File: src/rtl/dog_pkg.sv
// dog_pkg - definitions shared by the difference-of-Gaussians pipeline stages.
//   Default image geometry and bus widths, the 3x3 Gaussian kernel weights
//   [1 2 1; 2 4 2; 1 2 1] with their normalising shift, and the frame FSM
//   state encoding.
package dog_pkg;

  localparam int DEF_IMG_W = 64;
  localparam int DEF_IMG_H = 64;
  localparam int DEF_DW    = 8;
  localparam int DEF_AW    = 16;

  // The kernel weights sum to 16, so the normalising divide is a right shift by 4.
  localparam int K_CORNER = 1;
  localparam int K_EDGE   = 2;
  localparam int K_CENTRE = 4;
  localparam int K_SHIFT  = 4;

  typedef logic [1:0] state_t;
  localparam state_t IDLE  = 2'd0;
  localparam state_t READ  = 2'd1;
  localparam state_t DRAIN = 2'd2;
  localparam state_t DONE  = 2'd3;

endpackage

File: src/rtl/gauss_line_buf.sv
// gauss_line_buf - one image row of pixel storage, single-port, read-before-write.
//   clk      in   clock
//   en       in   access strobe: read old word and write new word at addr
//   addr     in   column index
//   wr_data  in   word stored at addr
//   rd_data  out  previous content of addr, registered (valid the cycle after en)
// Contents are not reset; they are always overwritten before use.
module gauss_line_buf #(
  parameter int DEPTH = 64,
  parameter int WIDTH = 8,
  parameter int ABITS = (DEPTH > 1) ? $clog2(DEPTH) : 1
) (
  input  logic             clk,
  input  logic             en,
  input  logic [ABITS-1:0] addr,
  input  logic [WIDTH-1:0] wr_data,
  output logic [WIDTH-1:0] rd_data
);

  logic [WIDTH-1:0] mem [0:DEPTH-1];

  always_ff @(posedge clk) begin
    if (en) begin
      rd_data   <= mem[addr];
      mem[addr] <= wr_data;
    end
  end

endmodule

File: src/rtl/gauss_blur3x3.sv
// gauss_blur3x3 - 3x3 Gaussian blur of a raster frame, source RAM to destination RAM.
//   clk, rst       clock; asynchronous active-high reset
//   start          frame start pulse, honoured only when idle
//   src_rd_valid   read strobe to the source RAM (every cycle while reading)
//   src_rd_addr    raster read address 0..IMG_W*IMG_H-1
//   src_valid_in   returned pixel strobe (any latency, in order)
//   src_data_in    returned pixel
//   dst_wr_valid   destination write strobe (interior pixels only)
//   dst_wr_addr    destination write address
//   dst_wr_data    blurred pixel
//   busy           frame in progress (READ/DRAIN)
//   done           one-cycle pulse after the last write
// Build option: define GAUSS_ROUND_EN for round-half-up; otherwise the
// normalising shift truncates.
module gauss_blur3x3 #(
  parameter int IMG_W = dog_pkg::DEF_IMG_W,
  parameter int IMG_H = dog_pkg::DEF_IMG_H,
  parameter int DW    = dog_pkg::DEF_DW,
  parameter int AW    = dog_pkg::DEF_AW
) (
  input  logic          clk,
  input  logic          rst,
  input  logic          start,
  output logic          src_rd_valid,
  output logic [AW-1:0] src_rd_addr,
  input  logic          src_valid_in,
  input  logic [DW-1:0] src_data_in,
  output logic          dst_wr_valid,
  output logic [AW-1:0] dst_wr_addr,
  output logic [DW-1:0] dst_wr_data,
  output logic          busy,
  output logic          done
);
  import dog_pkg::*;

  localparam int CW = $clog2(IMG_W);
  localparam int RW = $clog2(IMG_H);
  localparam int SW = DW + K_SHIFT;
  localparam logic [AW-1:0] LAST_RD = AW'(IMG_W * IMG_H - 1);
  localparam logic [AW-1:0] LAST_WR = AW'((IMG_H - 2) * IMG_W + IMG_W - 2);
  localparam logic [CW-1:0] C_MAX   = CW'(IMG_W - 1);
  localparam logic [RW-1:0] R_MAX   = RW'(IMG_H - 1);

  state_t        state_reg;
  logic [AW-1:0] rd_addr_reg;
  logic [CW-1:0] c_reg;
  logic [RW-1:0] r_reg;
  logic          in_full_reg;
  logic          acc;
  logic          out_gate;
  logic [AW-1:0] wr_addr_calc;

  // Stage 1: the accepted beat, delayed while lb0 is read.
  logic          acc_d1_reg, wr_d1_reg;
  logic [AW-1:0] addr_d1_reg;
  logic [CW-1:0] c_d1_reg;
  logic [DW-1:0] pix_d1_reg;
  // Stage 2: the newest window column, complete once lb1 has been read.
  logic          acc_d2_reg;
  logic [DW-1:0] pix_d2_reg, mid_d2_reg;
  logic [DW-1:0] lb0_q, lb1_q;

  logic [DW-1:0] col_new [0:2];
  logic [DW-1:0] win_c2  [0:2];
  logic [DW-1:0] win_c1  [0:2];
  logic [SW-1:0] sum, rnd;

  assign src_rd_valid = (state_reg == READ);
  assign src_rd_addr  = rd_addr_reg;
  assign busy         = (state_reg == READ) || (state_reg == DRAIN);
  assign done         = (state_reg == DONE);

  // Beats past the last pixel of the frame, or outside READ/DRAIN, are dropped.
  assign acc = src_valid_in && busy && !in_full_reg;
  assign out_gate = (r_reg >= RW'(2)) && (c_reg >= CW'(2));
  assign wr_addr_calc = (AW'(r_reg) - AW'(1)) * AW'(IMG_W) + (AW'(c_reg) - AW'(1));

  always_ff @(posedge clk or posedge rst) begin
    if (rst) begin
      state_reg   <= IDLE;
      rd_addr_reg <= '0;
    end else begin
      case (state_reg)
        IDLE: if (start) begin
          state_reg   <= READ;
          rd_addr_reg <= '0;
        end
        READ: if (rd_addr_reg == LAST_RD) begin
          state_reg   <= DRAIN;
          rd_addr_reg <= '0;
        end else begin
          rd_addr_reg <= rd_addr_reg + AW'(1);
        end
        DRAIN: if (dst_wr_valid && (dst_wr_addr == LAST_WR)) state_reg <= DONE;
        default: state_reg <= IDLE;
      endcase
    end
  end

  always_ff @(posedge clk or posedge rst) begin
    if (rst) begin
      c_reg       <= '0;
      r_reg       <= '0;
      in_full_reg <= 1'b0;
    end else if ((state_reg == IDLE) && start) begin
      c_reg       <= '0;
      r_reg       <= '0;
      in_full_reg <= 1'b0;
    end else if (acc) begin
      if (c_reg == C_MAX) begin
        c_reg <= '0;
        if (r_reg == R_MAX) in_full_reg <= 1'b1;
        else                r_reg       <= r_reg + RW'(1);
      end else begin
        c_reg <= c_reg + CW'(1);
      end
    end
  end

  always_ff @(posedge clk or posedge rst) begin
    if (rst) begin
      acc_d1_reg   <= 1'b0;
      wr_d1_reg    <= 1'b0;
      addr_d1_reg  <= '0;
      c_d1_reg     <= '0;
      pix_d1_reg   <= '0;
      acc_d2_reg   <= 1'b0;
      dst_wr_valid <= 1'b0;
      dst_wr_addr  <= '0;
      pix_d2_reg   <= '0;
      mid_d2_reg   <= '0;
    end else begin
      acc_d1_reg   <= acc;
      wr_d1_reg    <= acc && out_gate;
      if (acc) begin
        addr_d1_reg <= wr_addr_calc;
        c_d1_reg    <= c_reg;
        pix_d1_reg  <= src_data_in;
      end
      acc_d2_reg   <= acc_d1_reg;
      dst_wr_valid <= wr_d1_reg;
      if (acc_d1_reg) begin
        pix_d2_reg <= pix_d1_reg;
        mid_d2_reg <= lb0_q;
      end
      if (wr_d1_reg) dst_wr_addr <= addr_d1_reg;
    end
  end

  // lb0 holds row r-1; its read-out is passed one cycle later into lb1, which
  // therefore holds row r-2. Each buffer sees exactly one address per cycle.
  gauss_line_buf #(.DEPTH(IMG_W), .WIDTH(DW), .ABITS(CW)) u_lb0 (
    .clk(clk), .en(acc), .addr(c_reg), .wr_data(src_data_in), .rd_data(lb0_q)
  );
  gauss_line_buf #(.DEPTH(IMG_W), .WIDTH(DW), .ABITS(CW)) u_lb1 (
    .clk(clk), .en(acc_d1_reg), .addr(c_d1_reg), .wr_data(lb0_q), .rd_data(lb1_q)
  );

  // Row 0 = image row r-2 (top), 1 = r-1, 2 = r (bottom). The newest column
  // feeds the sum directly; the two older columns live in win_c2/win_c1.
  assign col_new[0] = lb1_q;
  assign col_new[1] = mid_d2_reg;
  assign col_new[2] = pix_d2_reg;

  genvar gi;
  generate
    for (gi = 0; gi < 3; gi++) begin : g_win
      logic [DW-1:0] c2_reg, c1_reg;
      always_ff @(posedge clk or posedge rst) begin
        if (rst) begin
          c2_reg <= '0;
          c1_reg <= '0;
        end else if (acc_d2_reg) begin
          c2_reg <= c1_reg;
          c1_reg <= col_new[gi];
        end
      end
      assign win_c2[gi] = c2_reg;
      assign win_c1[gi] = c1_reg;
    end
  endgenerate

  always_comb begin
    sum = SW'(K_CORNER) * (SW'(win_c2[0]) + SW'(col_new[0]) + SW'(win_c2[2]) + SW'(col_new[2]))
        + SW'(K_EDGE)   * (SW'(win_c1[0]) + SW'(win_c1[2]) + SW'(win_c2[1]) + SW'(col_new[1]))
        + SW'(K_CENTRE) * SW'(win_c1[1]);
`ifdef GAUSS_ROUND_EN
    rnd = sum + SW'(1 << (K_SHIFT - 1));
`else
    rnd = sum;
`endif
  end

  // The weights sum to 16, so the shifted result always fits in DW bits.
  assign dst_wr_data = dst_wr_valid ? rnd[SW-1:K_SHIFT] : '0;

endmodule

File: config.mk
export PLATFORM = sky130hd
export DESIGN_NAME = gauss_blur3x3
export DESIGN_NICKNAME = d
export VERILOG_FILES = /design/src/rtl/dog_pkg.sv /design/src/rtl/gauss_line_buf.sv /design/src/rtl/gauss_blur3x3.sv
export SDC_FILE = /design/constraint.sdc
export NUM_CORES = 1
export LEC_CHECK = 0
export BUFFER_PORTS_ARGS = -buffer_cell sky130_fd_sc_hd__buf_2
export CAP_MARGIN = 15
export CORE_ASPECT_RATIO = 1.25
export CORE_UTILIZATION = 38
export DETAILED_ROUTE_END_ITERATION = 6
export GPL_TIMING_DRIVEN = 0
export PLACE_DENSITY = 0.63
export SETUP_SLACK_MARGIN = 0.5
export SLEW_MARGIN = 20
export SYNTH_ARGS = -nofsm -noshare
export SYNTH_HDL_FRONTEND = slang
export SYNTH_SLANG_ARGS = --single-unit
File: constraint.sdc
create_clock -name clk -period 8.6 [get_ports clk]
set_input_delay 0.86 -clock clk [delete_from_list [all_inputs] [get_ports clk]]
set_output_delay 0.86 -clock clk [all_outputs]
set_load 0.005 [all_outputs]
Yosys cells after proc, flatten, opt, wreduce, memory -nomap -nowiden. Memories as Yosys holds them, arrays and structs flattened. A register that Yosys moved wholly into a read port is not among the register bits. Index checks and enable logic that the tools add are counted.

Register bits after elaboration: 145. Bits in writable memories: 1024. Input bits: 12. Logic and storage cells: 90. Memories: 2.

$add $sub $neg: 14. Magnitude comparators: 2. Eq/ne operators: 11. Multiplexer cells: 23. Reductions and logical operators: 17.

Memory list: u_lb0.mem (words 64, width 8, rd ports 1, clocked after Yosys merged registers in 1, write ports 1, RTL line gauss_line_buf.sv:20) `logic [WIDTH-1:0] mem [0:DEPTH-1];`; u_lb1.mem (words 64, width 8, rd ports 1, clocked after Yosys merged registers in 1, write ports 1, RTL line gauss_line_buf.sv:20).

Operators with widths (number): $mux W6 (7); $eq A16 B12 Y1 const B (2); $mux W16 (2); $pmux W16 S2 (1); $add A10 B8 Y11 (2); $add A9 B8 Y10 (2); $add A8 B8 Y9 (2); $add A16 B1 Y16 const B (1); $add A13 B7 Y14 (1); $sub A6 B1 Y7 const B (2); $add A11 B12 Y12 (1); $add A12 B10 Y12 (1); $add A6 B1 Y6 const B (2); $eq A6 B6 Y1 const B (2); $ge A6 B2 Y1 const B (2); $reduce_and A3 Y1 (3); $mux W1 (8); $mux W8 (1); $reduce_bool A2 Y1 (4); $logic_and A1 B1 Y1 (6); $mux W2 (3); $pmux W2 S3 (1); $eq A2 B2 Y1 const B (2); $ne A2 B1 Y1 const B (2); 6 further kinds (7).

Logic depth before layout (Yosys ltp).
Word-level depth: 6. Gate-level depth with buffers: 24. Mapped depth without buffers: 24.

By module. From an unflattened synthesis, not the netlist that was laid out.

Cells, all modules: 3124. Area total of the unflattened synthesis: 49108.3 um^2.

By module, submodules not included: gauss_line_buf (instances 2, cells an instance 1171, area each 20529.7 um^2); gauss_blur3x3 (instances 1, cells an instance 782, area each 8049.0 um^2).

Least setup slack after synthesis. Ideal clock, no wire load.

Kind: register -> output. Start: register g_win[0].c1_reg[2]. End: output port dst_wr_data[7]. Arrival time: 5395 ps. Path slack: 2345 ps. Cell stages (with the launch flop): 22. Buffers on the path: 0. Cell sequence: dfrtp_1 > inv_1 > fa_1 > fa_1 > inv_1 > ha_1 > a21o_1 > a21oi_1 > o21ai_0 > nor2_1 > xor2_1 > fa_1 > fa_1 > fa_1 > inv_1 > ha_1 > a21o_1 > a21o_1 > a221o_1 > a21oi_1 > xor2_1 > and2_1.

Longest elaborated chain between the ends: 6.

RTL lines: start: declaration (RTL line gauss_blur3x3.sv:168) `logic [DW-1:0] c2_reg, c1_reg;`; start signal: assignment (RTL line gauss_blur3x3.sv:175) `c1_reg <= col_new[gi];`; $add A8 B8 Y9 (RTL line gauss_blur3x3.sv:185) `+ SW'(K_EDGE) * (SW'(win_c1[0]) + SW'(win_c1[2]) + SW'(win_c2[1]) + SW'(col_new[1]))`; $add A9 B8 Y10 (RTL line gauss_blur3x3.sv:185); $add A10 B8 Y11 (RTL line gauss_blur3x3.sv:185); $add A11 B12 Y12 (RTL line gauss_blur3x3.sv:185); $add A12 B10 Y12 (RTL line gauss_blur3x3.sv:186) `+ SW'(K_CENTRE) * SW'(win_c1[1]);`; $mux W8 (RTL line gauss_blur3x3.sv:195) `assign dst_wr_data = dst_wr_valid ? rnd[SW-1:K_SHIFT] : '0;`; end: declaration (RTL line gauss_blur3x3.sv:30) `output logic [DW-1:0] dst_wr_data,`.

Every way passes these cells.

Worst setup path in the final report.
Start: register mid_d2_reg[1]. End: output port dst_wr_data[7].

Longest elaborated chain between the ends: 4.

RTL lines: start: declaration (RTL line gauss_blur3x3.sv:60) `logic [DW-1:0] pix_d2_reg, mid_d2_reg;`; start signal: assignment (RTL line gauss_blur3x3.sv:144) `mid_d2_reg <= lb0_q;`; $add A10 B8 Y11 (RTL line gauss_blur3x3.sv:185); $add A11 B12 Y12 (RTL line gauss_blur3x3.sv:185); $add A12 B10 Y12 (RTL line gauss_blur3x3.sv:186); $mux W8 (RTL line gauss_blur3x3.sv:195).

Every way passes these cells.

==> results.ini <==
[cts]
post_cts_buffers=0
clock_latency_ps=730
clk_path_buf_depth=3
cts_tree=yes
cts_hold_buffers=0
htree_levels=3
clk_pin_slew_worst_paths_ps=60
clock_sinks=1181
cts_inserted_buffers=115
cts_resized=0
clock-root-buffer=clkbuf_16

[synthesis]
async_flop_share=0.1194
synth-xor-area-share=0.007562
seq_area_frac_synth=0.7145
yosys.area_share.simple=0.05157
synth_top_area_frac=0.6420
synth.cell_area_sq_um=48650
synth_compound_area_frac=0.06682
synth-adder-area-share=0.02948
yosys.cell_types.count=81
ys_ff_latch=1181
yosysTopAreaCell=edfxtp_1
synth_area_leaders=edfxtp_1, dfrtp_1, mux4_2, mux2_2, mux2i_1
synth_top_family_by_area=multiplexers
synth.avg_cell_area_sq_um=16.57
syn_nets=3034
yosysWarnings=0
synth_edf_count=1040
synthFlopType=edfxtp_1
synthCells=2935
synthMuxAreaShare=0.1022

[pwr]
powerDensity_nw_per_um2=412.4
p_int_mw=14.04
total_power_mw=22.78
ir_drop_v=0.001024
combPwrFrac=0.466
p_clk_frac=0.220
switching_power_mw=8.743
seqPwrFrac=0.314
p_sw_frac=0.3837
p_leak_nw=18.74

[global_route]
grt_pass1_wl_microns=201800
track_usage=0.2184
grt_pass1_vias=27810
antenna_found_initial=2
grt_max_degree=97
overflow=0

[hold_path]
hp-class=input pin to asynchronous set/reset pin

[drt]
drt-total-wl_microns=142200
drt_pass1_iterations=6
drt_iter0_drc=4155
ant_nets=0
num_vias=28380
wl_per_cell_microns=28.87
via_per_inst=5.759
post-route-drc-count=0

[timing]
finalCritPeriodShare=0.8808
setup_viol=0
min_period_ps=7575
tightest_slew_ps=1221
holdWs_ps=142.8
hold_viol_final=0
tns_ps=0
fmax_mhz=132.0
relSlewSlack=0.1800
finalClockSkew_ps=52.84
grt_setup_unrepaired=no
drv_slew=0

[setup_path]
crit_path_frequent_cell=fa_1
cp_slowest_cell=fa_1
cp_cell_sequence=inv_1 -> fa_1 -> fa_1 -> inv_1 -> ha_1 -> a21o_1 -> a21oi_1 -> xor2_1 -> fa_1 -> fa_1 -> fa_1 -> inv_1 -> ha_1 -> and4b_1 -> a2111o_1 -> a221o_1 -> a21oi_1 -> xor2_1 -> and2_1 -> buf_2
crit_buf_inv=4
setup.worst_path.class=flop to output port
cp.arrival_ps=6710
regToRegSetupSlack_ps=3250
start_kind=flop
cpPeakStageDelay_ps=580
crit_required_ps=7740
path_max_fanout=4
critPathTopFamily=adder cells
cp-end-kind=output port

[layout]
layout_common_cells=edfxtp_1, nor2_1, nand2_1, dfrtp_1, clkbuf_16
mostFrequentLayoutCell=edfxtp_1
postLayoutCoreUtil=0.4358
syn_to_final_growth_pct=13.58
nNetsFinal=3230
top_regs=u_lb0.mem: 512 flops, u_lb1.mem: 512 flops
fin_area_sq_um=55250
drive_gt1_frac=0.1821
nFillCells=11250

[placement]
place_area_sq_um=51530
place_hpwl_microns=93220
portBuffers=55
gp_congestion=0.9737

[status]
status=finished, final reports clean

[die]
die_h_microns=402.0
io_pins=56
core_sq_um=126800
die-area_sq_um=129500
fp.dieW_microns=322.0
start_util=0.3837
rows=146

[flow_run]
cap_violations=0

cells in the mapped netlist, types with 7 or more instances:
library cell     n
mux2i_1         99
nor3_1          16
mux4_2         108
a21oi_1         70
clkbuf_1        62
nand4_1          9
buf_2           60
a221oi_2        10
buf_4           13
xor2_1          23
xnor2_1         19
o22ai_1         39
o2bb2ai_1        9
a31oi_1         12
nand3_1         37
nand2_1        164
a22oi_1         65
buf_1            9
buf_6           22
o22a_1           7
and3_1          12
nor2b_1         16
mux2_2         113
o221ai_1         9
dfrtp_1        141
a211oi_1         7
ha_1            41
o21ai_0         96
a22o_1          14
a221oi_1        71
nand2b_1         8
fa_1            46
edfxtp_1      1040
a21o_1           7
nor2_1         227
and2_1          19
inv_1          101
stage by stage:
| step | setup WS (ps) | cells |
|---|---|---|
| global placement | 1760 | 4692 |
| detailed placement | 1701 | 4716 |
| floorplan | 2345 | 2935 |
| global route | 670.3 | 4927 |
| CTS | 903.2 | 4926 |
| finish | 1025 | 4927 |
final timing paths:
path	startpoint	to	cells after the start
worst max-delay path	mid_d2_reg[1]	dst_wr_data[7]	20
worst min-delay path	rst	src_rd_addr[3]	2
worst max register to register	c_reg[0]	addr_d1_reg[12]	17
worst min register to register	pix_d1_reg[6]	pix_d1_reg[6]	2
max in group asynchronous	rst	mid_d2_reg[6]	3
min in group clk	pix_d1_reg[6]	pix_d1_reg[6]	2
logic make-up (layout without fill, tap and decap cells):
group                    after synthesis  after routing
other                                  0              1
AND/OR/NAND/NOR                      555            555
flip-flops                          1181           1181
adder cells (fa/ha/maj)               87             87
multiplexers                         336            336
XOR/XNOR                              42             42
buffers and inverters                273            562
AO/OA/AOI/OAI                        461            461
area by class of cell:
type                       instances  area [sq um]  area share
antenna                            1         2.502  0.00004529
buffer                           169         969.7     0.01755
clock buffer                     144          3088     0.05589
clock inverter                    66         624.3     0.01130
inverter                         104         397.9    0.007201
multi-input combinational       1481         12540      0.2269
sequential                      1181         34760      0.6291
tap                             1702          2130     0.03854
timing repair buffer              79         743.2     0.01345
routing by layer:
metal  GRT usage  part of all wire
met3     0.04358             0.098
met4      0.1201             0.060
met5           0                 0
met2      0.3479              0.47
met1      0.2798              0.37
power groups by stage:
stage	clock (mW)	sequential [mW]	combinational, mW
4_1_cts	5.05	7.16	10.6
2_1_floorplan	0	7.30	7.19
3_3_place_gp	0	7.57	10.1
6_report	5.02	7.15	10.6
5_1_grt	5.26	7.19	11.8
3_5_place_dp	0	7.28	10.6
worst register-to-register path, delay by kind of cell, from the launching register on:
| kind | cells | cell delay, ps |
|---|---|---|
| and+or+nand+nor | 4 | 920 |
| AOI/OAI and AO/OA | 4 | 630 |
| DFF | 1 | 440 |
| adders and majority gates | 3 | 970 |
| buffers and inverters | 6 | 2280 |
No activity file was read; power rests on OpenSTA's default activity.
